File: config.mk
export PLATFORM = sky130hd
export DESIGN_NAME = ultrasound_echo_receiver_90khz
export DESIGN_NICKNAME = d
export VERILOG_FILES = /design/src/rtl/ultrasound_rx_pkg.sv /design/src/rtl/echo_input_conditioner.sv /design/src/rtl/ultrasound_echo_receiver_90khz.sv
export SDC_FILE = /design/constraint.sdc
export NUM_CORES = 1
export LEC_CHECK = 0
export BUFFER_PORTS_ARGS = -buffer_cell sky130_fd_sc_hd__buf_2
export CAP_MARGIN = 15
export CORE_UTILIZATION = 35
export CTS_CLUSTER_DIAMETER = 120
export DETAILED_ROUTE_END_ITERATION = 10
export GPL_TIMING_DRIVEN = 0
export SYNTH_ARGS = -nofsm -noshare
export SYNTH_HDL_FRONTEND = slang
export SYNTH_SLANG_ARGS = --single-unit
File: constraint.sdc
create_clock -name clk_50M -period 3.3 [get_ports clk_50M]
set_input_delay 0.165 -clock clk_50M [delete_from_list [all_inputs] [get_ports clk_50M]]
set_output_delay 0.165 -clock clk_50M [all_outputs]
set_load 0.005 [all_outputs]
File: src/rtl/ultrasound_rx_pkg.sv
// Shared state encoding and default timing constants for the 90 kHz echo receiver.
package ultrasound_rx_pkg;

  typedef enum logic [1:0] {
    IDLE   = 2'd0,
    BLANK  = 2'd1,
    LISTEN = 2'd2
  } rx_state_t;

  // Defaults in 50 MHz cycles: 1 ms blank, 30 ms timeout, 90 kHz period window (nominal 555.6)
  localparam int BLANK_CYC_DEF   = 50000;
  localparam int TIMEOUT_CYC_DEF = 1500000;
  localparam int PER_MIN_DEF     = 500;
  localparam int PER_MAX_DEF     = 612;
  localparam int N_CONFIRM_DEF   = 4;
  localparam int TOF_W_DEF       = 21;

endpackage

File: src/rtl/echo_input_conditioner.sv
// Synchronises the comparator output and emits a one-cycle strobe per rising edge.
// Defining ECHO_GLITCH_FILTER_EN adds a 3-sample majority filter (rejects pulses < 2 cycles).
module echo_input_conditioner (
  input  logic clk,
  input  logic rst,
  input  logic echo_in,
  output logic echo_edge
);

  logic sync_1;
  logic sync_2;
  logic level;
  logic level_q;
  logic edge_q;

  always_ff @(posedge clk) begin
    if (rst) begin
      sync_1 <= 1'b0;
      sync_2 <= 1'b0;
    end else begin
      sync_1 <= echo_in;
      sync_2 <= sync_1;
    end
  end

`ifdef ECHO_GLITCH_FILTER_EN
  logic [1:0] hist;
  logic       maj_q;

  always_ff @(posedge clk) begin
    if (rst) begin
      hist  <= 2'b00;
      maj_q <= 1'b0;
    end else begin
      hist  <= {hist[0], sync_2};
      maj_q <= (sync_2 & hist[0]) | (sync_2 & hist[1]) | (hist[0] & hist[1]);
    end
  end

  assign level = maj_q;
`else
  assign level = sync_2;
`endif

  // Registered strobe so the timestamp taken downstream lands at n+2 (n+4 filtered)
  always_ff @(posedge clk) begin
    if (rst) begin
      level_q <= 1'b0;
      edge_q  <= 1'b0;
    end else begin
      level_q <= level;
      edge_q  <= level & ~level_q;
    end
  end

  assign echo_edge = edge_q;

endmodule

File: src/rtl/ultrasound_echo_receiver_90khz.sv
// Blanks ring-down after each launch, qualifies a 90 kHz echo train by period and reports ToF or timeout.
// Optional ECHO_GLITCH_FILTER_EN (in echo_input_conditioner) adds two cycles of edge latency.
module ultrasound_echo_receiver_90khz
  import ultrasound_rx_pkg::*;
#(
  parameter int BLANK_CYC   = BLANK_CYC_DEF,
  parameter int TIMEOUT_CYC = TIMEOUT_CYC_DEF,
  parameter int PER_MIN     = PER_MIN_DEF,
  parameter int PER_MAX     = PER_MAX_DEF,
  parameter int N_CONFIRM   = N_CONFIRM_DEF,
  parameter int TOF_W       = TOF_W_DEF
) (
  input  logic             clk_50M,
  input  logic             rst,
  input  logic             launch_start,
  input  logic             echo_in,
  output logic             busy,
  output logic             tof_valid,
  output logic [TOF_W-1:0] tof_cycles,
  output logic             timeout
);

  localparam int PER_W  = $clog2(PER_MAX + 2);
  localparam int CONF_W = $clog2(N_CONFIRM + 1);

  localparam logic [TOF_W-1:0]  BLANK_T   = TOF_W'(BLANK_CYC);
  localparam logic [TOF_W-1:0]  TIMEOUT_T = TOF_W'(TIMEOUT_CYC);
  localparam logic [PER_W-1:0]  PER_MIN_T = PER_W'(PER_MIN);
  localparam logic [PER_W-1:0]  PER_MAX_T = PER_W'(PER_MAX);
  localparam logic [PER_W-1:0]  PER_SAT   = PER_W'(PER_MAX + 1);
  localparam logic [CONF_W-1:0] CONF_LAST = CONF_W'(N_CONFIRM - 1);

  rx_state_t         state;
  rx_state_t         state_next;
  logic [TOF_W-1:0]  tof_cnt;
  logic [TOF_W-1:0]  stamp;
  logic [PER_W-1:0]  per_cnt;
  logic [CONF_W-1:0] confirm;
  logic              cand;
  logic              echo_edge;
  logic              in_window;
  logic              fire_valid;
  logic              fire_timeout;
  logic              cand_open;
  logic              cand_confirm;

  echo_input_conditioner u_cond (
    .clk       (clk_50M),
    .rst       (rst),
    .echo_in   (echo_in),
    .echo_edge (echo_edge)
  );

  assign busy = (state != IDLE);

  always_ff @(posedge clk_50M) begin
    if (rst) state <= IDLE;
    else     state <= state_next;
  end

  // A confirming edge is evaluated before the timeout so it wins on a tie
  always_comb begin
    state_next   = state;
    fire_valid   = 1'b0;
    fire_timeout = 1'b0;
    cand_open    = 1'b0;
    cand_confirm = 1'b0;
    in_window    = (per_cnt >= PER_MIN_T) && (per_cnt <= PER_MAX_T);
    case (state)
      IDLE: begin
        if (launch_start) state_next = BLANK;
      end
      BLANK: begin
        if (launch_start)            state_next = BLANK;
        else if (tof_cnt == BLANK_T) state_next = LISTEN;
      end
      LISTEN: begin
        if (launch_start) begin
          state_next = BLANK;
        end else begin
          if (echo_edge) begin
            if (cand && in_window) begin
              if (confirm == CONF_LAST) fire_valid   = 1'b1;
              else                      cand_confirm = 1'b1;
            end else begin
              cand_open = 1'b1;
            end
          end
          if (fire_valid) begin
            state_next = IDLE;
          end else if (tof_cnt >= TIMEOUT_T) begin
            fire_timeout = 1'b1;
            state_next   = IDLE;
          end
        end
      end
      default: state_next = IDLE;
    endcase
  end

  always_ff @(posedge clk_50M) begin
    if (rst)                            tof_cnt <= '0;
    else if (launch_start)              tof_cnt <= '0;
    else if (busy && (tof_cnt != '1))   tof_cnt <= tof_cnt + TOF_W'(1);
  end

  // per_cnt holds the cycles elapsed since the candidate's latest edge
  always_ff @(posedge clk_50M) begin
    if (rst) begin
      cand    <= 1'b0;
      stamp   <= '0;
      per_cnt <= '0;
      confirm <= '0;
    end else if (state_next != LISTEN) begin
      cand <= 1'b0;
    end else if (cand_open) begin
      cand    <= 1'b1;
      stamp   <= tof_cnt;
      per_cnt <= PER_W'(1);
      confirm <= '0;
    end else if (cand_confirm) begin
      per_cnt <= PER_W'(1);
      confirm <= confirm + CONF_W'(1);
    end else if (cand) begin
      if (per_cnt == PER_SAT) cand    <= 1'b0;
      else                    per_cnt <= per_cnt + PER_W'(1);
    end
  end

  always_ff @(posedge clk_50M) begin
    if (rst) begin
      tof_valid  <= 1'b0;
      timeout    <= 1'b0;
      tof_cycles <= '0;
    end else begin
      tof_valid <= fire_valid;
      timeout   <= fire_timeout;
      if (fire_valid) tof_cycles <= stamp;
    end
  end

endmodule

# Word-level counts from Yosys, hierarchy flattened
# Index checks and enable logic that the tools add are counted.
[totals] register_bits=85 input_bits=4
[classes] add_sub_neg=3 order_cmp=3 n_eq_ne=9 muxes=34 bitwise=4 n_reduce_logical=13
[ops] operator="$mux 10" n=4
[ops] operator="$add 21x1->21 const B" n=1
[ops] operator="$eq 21x16->1 const B" n=1
[ops] operator="$ge 21x21->1 const B" n=1
[ops] operator="$mux 1" n=21
[ops] operator="$ne 21x21->1 const B" n=1
[ops] operator="$mux 2" n=6
[ops] operator="$add 10x1->10 const B" n=1
[ops] operator="$eq 10x10->1 const B" n=1
[ops] operator="$ge 10x9->1 const B" n=1
[ops] operator="$le 10x10->1 const B" n=1
[ops] operator="$mux 3" n=2
[ops] operator="$pmux 2 s3" n=1
[ops] operator="$ne 2x2->1 const B" n=2
[ops] operator="$reduce_and 2->1" n=2
[ops] operator="$reduce_bool 2->1" n=2
[ops] operator="$reduce_or 2->1" n=2
[ops] operator="$reduce_or 4->1" n=1
[ops] operator="$add 3x1->3 const B" n=1
[ops] operator="$eq 3x2->1 const B" n=1
[ops] operator="$logic_and 1x1->1" n=3
[ops] operator="$ne 3x3->1 const B" n=1
[ops] operator="$not 1->1" n=3
[ops] operator="$reduce_and 3->1" n=1
[ops] operator="other kinds (5)" n=5

# Depth between registers and ports, before layout
# Gate-level depths: netlist of the first run.
[logic_depth] ltp_word=13 depth_mapped=9 ltp_nobuf=8

# By module
# Synthesis of the first run repeated with hierarchy kept, for this count alone.
[hier_totals] cells_unflattened=402 area_unflattened_um2=3698.5
[by_module_without_submodules] module="ultrasound_echo_receiver_90khz" instances=1 cells_each=394 area_each_um2=3587.2 seq_area_each_um2=1621.6
[by_module_without_submodules] module="echo_input_conditioner" instances=1 cells_each=8 area_each_um2=111.4 seq_area_each_um2=80.1

# Worst setup path before layout of the first run
# Ideal clock, no wire load.
[synth_path] path_kind="register -> register" start="register per_cnt[0]" end="register stamp[10]" t_arrival_ps=1921 t_required_ps=3228 path_slack_ps=1308 path_stages_with_launch=10 cell_sequence="dfxtp_1 > inv_1 > ha_1 > nor2b_1 > o311ai_2 > a31o_2 > buf_2 > nor2_4 > buf_6 > mux2i_1"
[synth_via] elab_chain_cells=13
[synth_lines] element="start: declaration" line_no="ultrasound_echo_receiver_90khz.sv:37" source="logic [PER_W-1:0] per_cnt;"
[synth_lines] element="start signal: assignment" line_no="ultrasound_echo_receiver_90khz.sv:126" source="else per_cnt <= per_cnt + PER_W'(1);"
[synth_lines] element="$ge 10x9->1 / $le 10x10->1 (equally long branches)" line_no="ultrasound_echo_receiver_90khz.sv:68" source="in_window = (per_cnt >= PER_MIN_T) && (per_cnt <= PER_MAX_T);"
[synth_lines] element="$logic_and 1x1->1 (*)" line_no="ultrasound_echo_receiver_90khz.sv:68"
[synth_lines] element="$logic_and 1x1->1 (*)" line_no="ultrasound_echo_receiver_90khz.sv:82" source="if (cand && in_window) begin"
[synth_lines] element="$mux 1" line_no="ultrasound_echo_receiver_90khz.sv:82"
[synth_lines] element="$mux 1" line_no="ultrasound_echo_receiver_90khz.sv:81" source="if (echo_edge) begin"
[synth_lines] element="$mux 1" line_no="ultrasound_echo_receiver_90khz.sv:78" source="if (launch_start) begin"
[synth_lines] element="$mux 1" line_no="ultrasound_echo_receiver_90khz.sv:69" source="case (state)"
[synth_lines] element="$mux 2" line_no="ultrasound_echo_receiver_90khz.sv:89" source="if (fire_valid) begin"
[synth_lines] element="$mux 2" line_no="ultrasound_echo_receiver_90khz.sv:78"
[synth_lines] element="$pmux 2 s3" line_no="ultrasound_echo_receiver_90khz.sv:69"
[synth_lines] element="$ne 2x2->1" line_no="ultrasound_echo_receiver_90khz.sv:114" source="end else if (state_next != LISTEN) begin"
[synth_lines] element="$not 1->1 (no line)"
[synth_lines] element="$reduce_and 2->1 (no line) (*)"
[synth_lines] element="end signal: assignment" line_no="ultrasound_echo_receiver_90khz.sv:118" source="stamp <= tof_cnt;"
[synth_lines] element="end: declaration" line_no="ultrasound_echo_receiver_90khz.sv:36" source="logic [TOF_W-1:0] stamp;"
# Every way passes the cells marked *; elsewhere a longest branch is shown, timed or not. The select of a mux whose other input is x is not followed.
# A chain may end at the register's enable or synchronous reset.

# Worst setup path in the final report of the first run
[layout_path] start="register per_cnt[0]" end="register per_cnt[5]"
[layout_via] elab_chain_cells=13
[layout_lines] element="$ge 10x9->1 / $le 10x10->1 (equally long branches)" line_no="ultrasound_echo_receiver_90khz.sv:68"
[layout_lines] element="$logic_and 1x1->1" line_no="ultrasound_echo_receiver_90khz.sv:68"
[layout_lines] element="$logic_and 1x1->1" line_no="ultrasound_echo_receiver_90khz.sv:82"
[layout_lines] element="$mux 1" line_no="ultrasound_echo_receiver_90khz.sv:82"
[layout_lines] element="$mux 1" line_no="ultrasound_echo_receiver_90khz.sv:81"
[layout_lines] element="$mux 1" line_no="ultrasound_echo_receiver_90khz.sv:78"
[layout_lines] element="$mux 1" line_no="ultrasound_echo_receiver_90khz.sv:69"
[layout_lines] element="$mux 2" line_no="ultrasound_echo_receiver_90khz.sv:89"
[layout_lines] element="$mux 2" line_no="ultrasound_echo_receiver_90khz.sv:78"
[layout_lines] element="$pmux 2 s3" line_no="ultrasound_echo_receiver_90khz.sv:69"
[layout_lines] element="$ne 2x2->1" line_no="ultrasound_echo_receiver_90khz.sv:114"
[layout_lines] element="$not 1->1 (no line)"
[layout_lines] element="$reduce_and 3->1 (no line)"
# Parallel ways exist; a longest one is shown, timed or not. The select of a mux whose other input is x is not followed.

==> flow_summary.yaml, run 1 <==
clock_network:
  cts_tree: "yes"
  ctsHoldBuffers: 0
  h-tree-depth: 3
  cts-resized-gates: 0
  cts_sinks: 85
  cts_setup_buffers: 0
  clock_path_buffers: 2
  clk_latency_ns: 0.37
  cts_buffers: 9
  cts_root_buf: "clkbuf_8"
  clk_pin_slew_ns: 0.09
worst_setup_path:
  ff2ff_setup_slack_ns: 0.90
  end_kind: "register"
  path_cells: "inv_1, ha_1, nor2b_1, o311ai_2, nand3_2, a31oi_1, buf_2, nor2_1, a32o_1"
  startpoint_type: "register"
  r2r_start: "per_cnt[0]"
  worst_path_max_delay_cell: "o311ai_2"
  path_max_fanout: 10
  critPathKind: "register to register"
  reg2reg_depth: 9
  required_ns: 3.56
  r2r-end: "per_cnt[5]"
  crit_arrival_ns: 2.66
  crit_path_max_incr_delay_ns: 0.44
synth:
  ys_top_cells_by_count: "107 x nand2_1, 85 x dfxtp_1, 32 x a21oi_1, 32 x nor2_1"
  synthFlopType: "dfxtp_1"
  synth-xor-area-share_pct: 4.21
  yosys.area.top_type: "dfxtp_1"
  synth.most_common_cell: "nand2_1"
  yosys.area_share.simple_pct: 26.9
  synth-compound-area-share_pct: 12.7
  ys_warn_count: 0
  yosys_register_bits: 85
  synth.area.top_cells: "dfxtp_1 45%, nand2_1 11%, mux2i_1 5.1%"
  synth_top_cell_area_share_pct: 45.4
  synth_edf_count: 0
  synth_adder_area_share_pct: 2.34
  ys_types: 49
  ys_seq_area_share_pct: 45.4
  avgSynthCellArea_sq_um: 8.58
  netlist_area_sq_um: 3750
  synthMuxAreaShare_pct: 5.08
  synth_cells: 437
  synth_nets: 448
  async_reset_ff_share_pct: 0
  synth_top_family_by_area: "simple AND/OR/NAND/NOR gates"
placed_design:
  hpwl_mm: 6.08
  portBuffers: 27
  gp_congestion: 0.857
  dp_slack_ns: 0.961
  dpl_cell_area_sq_um: 4050
drt:
  vias: 3120
  via_per_inst: 5.06
  wirelength_mm: 8.26
  dr.pass1.iters: 5
  antenna_left: 0
  wl_met3_um: 232
  top_layer: "met4"
  wl_met1_mm: 4.33
  drc: 0
  routed-wl-met2_mm: 3.59
  drt_iter0_markers: 110
  wl_per_cell_um: 13.4
min_path:
  whs_path_depth: 2
  hold_path_end: "u_cond.sync_1"
  worstHoldPathType: "primary input to register"
  hp-start: "echo_in"
global_route:
  grt_use_total_pct: 15.5
  grt.overflow.total: 0
  grt_max_degree: 19
  grt_pass1_vias: 2753
  grt_pass1_wl_mm: 13.5
  antenna_found_initial: 0
layout:
  nFillCells: 1046
  drive_gt1_share_pct: 12.5
  stdcell_area_sq_um: 4250
  diodes: 0
  syn_to_final_growth_pct: 13.4
  finalNetCount: 486
power_and_ir_drop:
  peakVddDrop_v: 0.000262
  p_leak_nw: 1.45
  clock_power_share_pct: 40.7
  p_sw_w: 0.000469
  combinationalPowerShare_pct: 2.2
  p_per_area_nw_per_um2: 425
  swShare_pct: 26.0
  p_int_w: 0.00134
  pwr-share-seq_pct: 57.1
status:
  status: "finished clean"
sta:
  tightest_slew_ns: 0.567
  finalHoldViolations: 0
  timing.fmax_mhz: 417
  min_period_ns: 2.40
  rsz0062_at_grt: "no"
  finClkSkew_ns: 0.0190
  finalWorstSetupSlack_ns: 0.903
  finalCritPeriodShare_pct: 72.6
  max_slew_margin_pct: 61.7
  finalSetupViolCount: 0
  drv_slew: 0
  fin_setup_tns_ns: 0
floorplan:
  pin_count: 28
  die_x_um: 105
  fp.dieArea_sq_um: 11100
  die-height_um: 105
  core_sq_um: 10400
  row_count: 37
  start_util_pct: 36.1
flow_run:
  timing.max_cap.violations: 0
[registers in the layout, indices dropped and copies added (netlist names)]
register          cells
cand                  1
confirm               3
per_cnt              10
stamp                21
state                 2
timeout               1
tof_cnt              21
tof_cycles           21
tof_valid             1
u_cond.echo_edge      1
u_cond.level          1
u_cond.level_q        1
u_cond.sync_1         1
[placed cells by master, fill, tap and decap left out, types with 2 or more instances in the layout]
cell type  count
nand2_1      107
nor3b_1        2
dfxtp_1       85
nand4b_1       2
ha_1           7
a41oi_1        2
and4_1         6
and2_1         5
o211ai_1       3
inv_8          2
nor2b_1        5
and3_1         8
inv_6          2
nand2b_1       3
nor4b_1        2
mux2i_1       19
clkinv_4       2
a32o_1         4
nand4_1        8
o41ai_1        2
a31oi_1        2
o21ai_0        7
inv_1          7
or4_1          2
buf_2         31
a31o_2         4
clkbuf_1      19
nand3_1        7
xnor2_1        7
a21oi_1       32
nor3_1        10
clkbuf_8       9
nor2_1        32
xor2_1        11
nor4_1         5
[power groups by stage]
stage | combinational (W) | sequential, W | clock (W)
final | 0.0000401 | 0.00103 | 0.000735
after CTS | 0.0000406 | 0.00103 | 0.000747
after floorplan | 0.0000263 | 0.00105 | 0
after global placement | 0.0000403 | 0.00105 | 0
after global routing | 0.0000449 | 0.00103 | 0.000802
after detailed placement | 0.0000405 | 0.00105 | 0
[through the flow]
stage	hold WS [ns]	std cells	util (%)	total power [W]
2_1_floorplan	0.244	437	-	0.00108
3_3_place_gp	0.374	600	39.1	0.00109
3_5_place_dp	0.375	600	39.1	0.00110
4_1_cts	0.00352	616	41.0	0.00182
5_1_grt	0.00452	616	41.0	0.00188
6_report	0.0120	616	41.0	0.00181
[how the worst max path moves through the flow]
stage,from,to,cells past startpoint
after floorplan,per_cnt[0],stamp[10],9
after global placement,per_cnt[0],per_cnt[5],9
after detailed placement,per_cnt[0],per_cnt[5],9
after CTS,per_cnt[0],per_cnt[5],9
after global routing,per_cnt[0],per_cnt[5],9
final,per_cnt[0],per_cnt[5],9
[critical path: cells and delay by family (launching register included)]
family,cells,cell delay (ns)
fa+ha+maj,1,0.16
simple gates,3,0.38
compound gates,3,1.01
buf+inv,2,0.39
flops,1,0.35
[layout make-up]
class	instances	area, sq um	share of cell area, %
buffer	24	103	2.41
clock buffer	9	124	2.91
clock inverter	7	73.8	1.74
inverter	7	26.3	0.618
multi-input combinational	321	1920	45.1
sequential	85	1700	40.0
tap	136	170	4.00
timing repair buffer	27	135	3.18
[kinds of logic after synthesis]
kind of cell / Yosys count
adder cells (fa/ha/maj): 7
AND/OR/NAND/NOR: 211
flip-flops: 85
AO/OA/AOI/OAI: 66
buffers and inverters: 31
XOR/XNOR: 18
multiplexers: 19
[per-layer routing]
layer	vias up	global-route usage (%)
li1	1591	-
met1	1475	21.7
met2	47	22.8
met3	7	3.59
met4	0	6.04
met5	-	0
(Power assumes the default switching activity.)
==> run 2: changes to the inputs <==
clock period = 2 ns   (was 3.3 ns; I/O delays follow)
==> flow_summary.yaml, run 2 (same netlist as run 1, synthesis figures left out) <==
placed_design:
  portBuffers: 27
  dp_slack_ns: -0.339
  hpwl_mm: 6.08
  gp_congestion: 0.857
power_and_ir_drop:
  p_leak_nw: 1.66
  p_int_w: 0.00221
  swShare_pct: 26.3
  pwr-share-seq_pct: 56.8
  p_per_area_nw_per_um2: 631
  p_sw_w: 0.000785
  peakVddDrop_v: 0.000428
  combinationalPowerShare_pct: 2.4
  total_power_w: 0.00299
  clock_power_share_pct: 40.8
floorplan:
  die_x_um: 105
  fp.dieArea_sq_um: 11100
  die-height_um: 105
  start_util_pct: 36.1
  pin_count: 28
  core_sq_um: 10400
  row_count: 37
clock_network:
  clk_latency_ns: 0.38
  cts_sinks: 85
  h-tree-depth: 3
  clock_path_buffers: 2
  cts_buffers: 9
  clk_pin_slew_ns: 0.09
  cts_root_buf: "clkbuf_8"
  cts_tree: "yes"
status:
  status: "finished, violations left"
  violations: "setup timing"
global_route:
  antenna_found_initial: 0
  grt_pass1_wl_mm: 14.2
  grt_pass1_vias: 2887
  grt.overflow.total: 0
  grt_use_total_pct: 16.2
  grt_max_degree: 19
layout:
  final_common_cell: "nand2_1"
  diodes: 0
  drive_gt1_share_pct: 26.0
  nFillCells: 991
  multi_input_area_sq_um: 2100
  seq_area_sq_um: 1730
  syn_to_final_growth_pct: 26.4
  reg.largest.list: "stamp: 21 flops, tof_cnt: 21 flops, tof_cycles: 21 flops"
  mostFrequentLayoutCells: "106 x nand2_1, 66 x dfxtp_1, 30 x buf_2, 30 x nor2_1, 30 x a21oi_1"
  finalNetCount: 513
flow_run:
  timing.max_cap.violations: 0
worst_setup_path:
  crit_arrival_ns: 2.28
  startpoint_type: "register"
  required_ns: 2.26
  end_kind: "register"
  critPathKind: "register to register"
  path_max_fanout: 7
drt:
  wirelength_mm: 8.96
  vias: 3231
  dr.pass1.iters: 4
  wl_per_cell_um: 13.9
  via_per_inst: 5.02
  antenna_left: 0
  drt_iter0_markers: 157
  drc: 0
sta:
  rsz0062_at_grt: "yes"
  timing.fmax_mhz: 495
  finalWorstSetupSlack_ns: -0.0208
  finClkSkew_ns: 0.0184
  finalHoldViolations: 0
  tightest_slew_ns: 0.547
  drv_slew: 0
  min_period_ns: 2.02
  max_slew_margin_pct: 63.5
  finalCritPeriodShare_pct: 101
  fin_setup_tns_ns: -0.0934
  finalSetupViolCount: 6
min_path:
  worstHoldPathType: "primary input to register"
==> run 2: changes by cell type in the layout (fill, tap and decap cells not counted), sizes merged <==
cell,change
clkbuf,-3
buf,+28
dlygate4sd3,+2
==> run 2: final timing paths <==
kind | slack, ns | end | startpoint | cells past startpoint
max | -0.02 | stamp[14] | per_cnt[9] | 7
min | 0.13 | state[0] | launch_start | 3
max reg2reg | -0.02 | stamp[14] | per_cnt[9] | 7
min reg2reg | 0.39 | u_cond.echo_edge | u_cond.level_q | 1
==> run 2: area by class of cell <==
class	count	share of cell area [%]
plain buffers	22	2.54
clock buffers	9	2.62
clock inverters	7	1.56
inverters	7	0.555
multi-input cells	321	44.3
flip-flops and latches	85	36.5
well taps	136	3.59
repair buffers	56	8.32
==> run 2: worst max-delay path: stages, from the launching register on <==
cell       delay [ns]
dfxtp_2          0.40
or3b_1           0.44
o31ai_4          0.13
nand3_4          0.17
a41oi_4          0.36
nor2_4           0.13
clkbuf_16        0.18
mux2i_1          0.11
==> run 2: power by group through the flow <==
stage | combinational, W | clock (W) | sequential (W)
floorplan | 0.0000434 | 0 | 0.00174
global placement | 0.0000665 | 0 | 0.00174
detailed placement | 0.0000669 | 0 | 0.00174
CTS | 0.0000704 | 0.00123 | 0.00170
global route | 0.0000786 | 0.00132 | 0.00170
finish | 0.0000714 | 0.00122 | 0.00170
==> run 2: layer usage <==
layer / vias up / GRT usage, % / wire (um)
met2: 55 / 24.5 / 4040
met1: 1517 / 22.4 / 4470
met3: 12 / 3.77 / 317
met5: - / 0 / 0
met4: 0 / 6.14 / 137
li1: 1647 / - / -
==> run 2: stage by stage <==
step | std cells | area [sq um] | hold slack (ns) | utilization, %
finish | 643 | 4740 | 0.131 | 45.7
global route | 643 | 4740 | 0.130 | 45.7
CTS | 632 | 4520 | 0.121 | 43.5
detailed placement | 600 | 4050 | 0.321 | 39.1
global placement | 600 | 4050 | 0.311 | 39.1
floorplan | 437 | 3750 | 0.179 | -
==> run 2: what timing repair did <==
| item | 4_1_cts | 5_1_grt |
|---|---|---|
| endpoints found under the setup margin | 69 | 73 |
| endpoints found under the hold margin | 2 | 0 |
| buffers inserted | 14 | 12 |
| hold buffers | 2 | 0 |
| resized for setup | 38 | 38 |
| gates cloned | 0 | 1 |
| pin swaps | 13 | 13 |
==> run 3: changes to the inputs <==
CORE_MARGIN = 1.5   (was unset)
CTS_CLUSTER_DIAMETER = unset   (was 120)
SYNTH_HIERARCHICAL = 1   (was unset)
==> flow_summary.yaml, run 3 <==
status:
  status: "finished, violations left"
  violations: "setup timing"
synth:
  synth.most_common_cell: "dfxtp_1"
  ys_top_cells_by_count: "85 x dfxtp_1, 82 x nor2_1, 43 x mux2i_1"
  yosys.area.top_type: "dfxtp_1"
  synth_nets: 413
  ys_warn_count: 6
  synth_cells: 402
  netlist_area_sq_um: 3700
  synthFlopType: "dfxtp_1"
  synth_edf_count: 0
  yosys_register_bits: 85
  synth.area.top_cells: "dfxtp_1 46%, mux2i_1 12%, nor2_1 8.3%"
  ys_types: 54
  ys_seq_area_share_pct: 46.0
  async_reset_ff_share_pct: 0
  avgSynthCellArea_sq_um: 9.20
  synth_top_cell_area_share_pct: 46.0
global_route:
  antenna_found_initial: 0
  grt_max_degree: 16
  grt_pass1_vias: 2949
  grt_use_met2_pct: 26.5
  grt_use_total_pct: 16.6
  grtUsageMet1_pct: 21.5
  grt_pass1_wl_mm: 14.6
  top_usage_layer: "met2"
  grt.overflow.total: 0
  grt_util_met3_pct: 2.47
layout:
  drive_gt1_share_pct: 25.7
  stdcell_area_sq_um: 4720
  syn_to_final_growth_pct: 27.6
  reg.largest.list: "stamp: 21 flops, tof_cnt: 21 flops, tof_cycles: 21 flops"
  diodes: 0
  mostFrequentLayoutCells: "82 x nor2_1, 74 x dfxtp_1, 41 x mux2i_1"
  finalNetCount: 476
  final_common_cell: "nor2_1"
worst_setup_path:
  crit_arrival_ns: 2.66
  required_ns: 2.27
  setup.worst_path.end: "per_cnt[5]"
  r2r_start: "tof_cnt[2]"
  critPathKind: "register to register"
  startpoint: "tof_cnt[2]"
  path_max_fanout: 5
  ff2ff_setup_slack_ns: -0.39
  reg2reg_depth: 8
  end_kind: "register"
  startpoint_type: "register"
  r2r-end: "per_cnt[5]"
floorplan:
  die_x_um: 106
  start_util_pct: 36.0
  die-height_um: 106
  row_count: 37
  fp.dieArea_sq_um: 11200
  pin_count: 28
  core_sq_um: 10300
clock_network:
  cts_sinks: 85
  clk_latency_ns: 0.36
  cts_root_buf: "clkbuf_8"
  clock_path_buffers: 2
  cts_tree: "yes"
  h-tree-depth: 3
  clk_pin_slew_ns: 0.08
  cts_buffers: 9
power_and_ir_drop:
  p_int_w: 0.00224
  p_per_area_nw_per_um2: 623
  p_sw_w: 0.000701
  p_leak_nw: 2.12
  peakVddDrop_v: 0.000280
  swShare_pct: 23.8
  combinationalPowerShare_pct: 2.3
  pwr-share-seq_pct: 57.7
  clock_power_share_pct: 40.1
drt:
  drc: 0
  drt_iter0_markers: 131
  wl_per_cell_um: 14.9
  vias: 3110
  antenna_left: 0
  wirelength_mm: 9.00
  via_per_inst: 5.13
  dr.pass1.iters: 4
sta:
  finalCritPeriodShare_pct: 120
  tightest_slew_ns: 0.564
  max_slew_margin_pct: 62.2
  rsz0062_at_grt: "yes"
  finalSetupViolCount: 56
  worst_hold_slack_ns: 0.0317
  min_period_ns: 2.39
  finClkSkew_ns: 0.00702
  finalWorstSetupSlack_ns: -0.392
  drv_slew: 0
  timing.fmax_mhz: 418
  finalHoldViolations: 0
placed_design:
  gp_congestion: 0.854
  dp_slack_ns: -0.453
  hpwl_mm: 5.87
  portBuffers: 27
  dpl_cell_area_sq_um: 4060
flow_run:
  timing.max_cap.violations: 0
min_path:
  worstHoldPathType: "primary input to register"
-- run 3: changes by cell type after synthesis, moves of 5 or more --
cell / delta
a21oi_1: -21
clkbuf_1: -8
inv_1: +5
mux2i_1: +24
nand2_1: -90
nand3_1: +9
nor2_1: +50
-- run 3: timing repair --
| action | 4_1_cts | 5_1_grt |
|---|---|---|
| gates resized for setup | 33 | 27 |
| setup endpoints to repair | 73 | 75 |
| pin swaps | 9 | 11 |
| setup buffers | 8 | 12 |
| hold buffers | 1 | 0 |
| hold endpoints to repair | 1 | 0 |
| cloned | 5 | 1 |
-- run 3: power groups by stage --
stage | Clock (W) | Combinational, W | Sequential, W
2_1_floorplan | 0 | 0.0000382 | 0.00174
3_3_place_gp | 0 | 0.0000606 | 0.00174
4_1_cts | 0.00121 | 0.0000654 | 0.00170
3_5_place_dp | 0 | 0.0000624 | 0.00174
6_report | 0.00118 | 0.0000667 | 0.00169
5_1_grt | 0.00127 | 0.0000731 | 0.00170
-- run 3: cells by family (layout without fill, tap and decap cells) --
group / after synthesis / count (layout) / synth area share [%]
XOR/XNOR: 18 / 18 / 4.26
flip-flops: 85 / 85 / 46.0
multiplexers: 43 / 43 / 11.6
AO/OA/AOI/OAI: 47 / 47 / 9.10
buffers and inverters: 30 / 98 / 3.21
adder cells (fa/ha/maj): 7 / 7 / 2.37
AND/OR/NAND/NOR: 172 / 172 / 23.4
-- run 3: worst min path at each step --
stage / end / startpoint / cells after the start / slack (ns)
6_report: u_cond/echo_edge / rst / 2 / 0.03
5_1_grt: u_cond/level_q / rst / 2 / 0.05
4_1_cts: u_cond/echo_edge / rst / 2 / 0.03
3_5_place_dp: u_cond/sync_1 / echo_in / 2 / 0.34
3_3_place_gp: u_cond/sync_1 / echo_in / 2 / 0.33
2_1_floorplan: u_cond/echo_edge / rst / 1 / 0.17
-- run 3: worst max-delay path, stage by stage (launching register included) --
cell and delay (ns):
dfxtp_4 0.36, or4bb_1 0.51, or4_4 0.51, nor4_4 0.14, buf_4 0.18, a21o_1 0.16
buf_6 0.16, a21oi_2 0.06, a311oi_2 0.23
-- run 3: per-stage QoR --
stage          power (W)  setup TNS (ns)  cells  util (%)
6_report         0.00294          -13.53    606      45.9
3_3_place_gp     0.00180          -19.12    565      39.5
4_1_cts          0.00297          -15.36    594      43.9
2_1_floorplan    0.00178           -4.73    402         -
3_5_place_dp     0.00180          -21.62    565      39.5
5_1_grt          0.00304          -18.91    606      45.9
-- run 3: cell type report --
type | instances | area [sq um]
Buffer | 17 | 131
Clock buffer | 11 | 151
Clock inverter | 5 | 41.3
Fill cell | 971 | 5560
Inverter | 12 | 45.0
Multi-Input combinational cell | 287 | 2040
Sequential cell | 85 | 1730
Tap cell | 136 | 170
Timing Repair Buffer | 53 | 409
-- run 3: layer usage --
layer | part of all wire [%] | wire (um) | vias up
li1 | - | - | 1540
met1 | 47 | 4220 | 1484
met2 | 47 | 4280 | 72
met3 | 3.6 | 321 | 14
met4 | 2.1 | 188 | 0
met5 | 0 | 0 | -
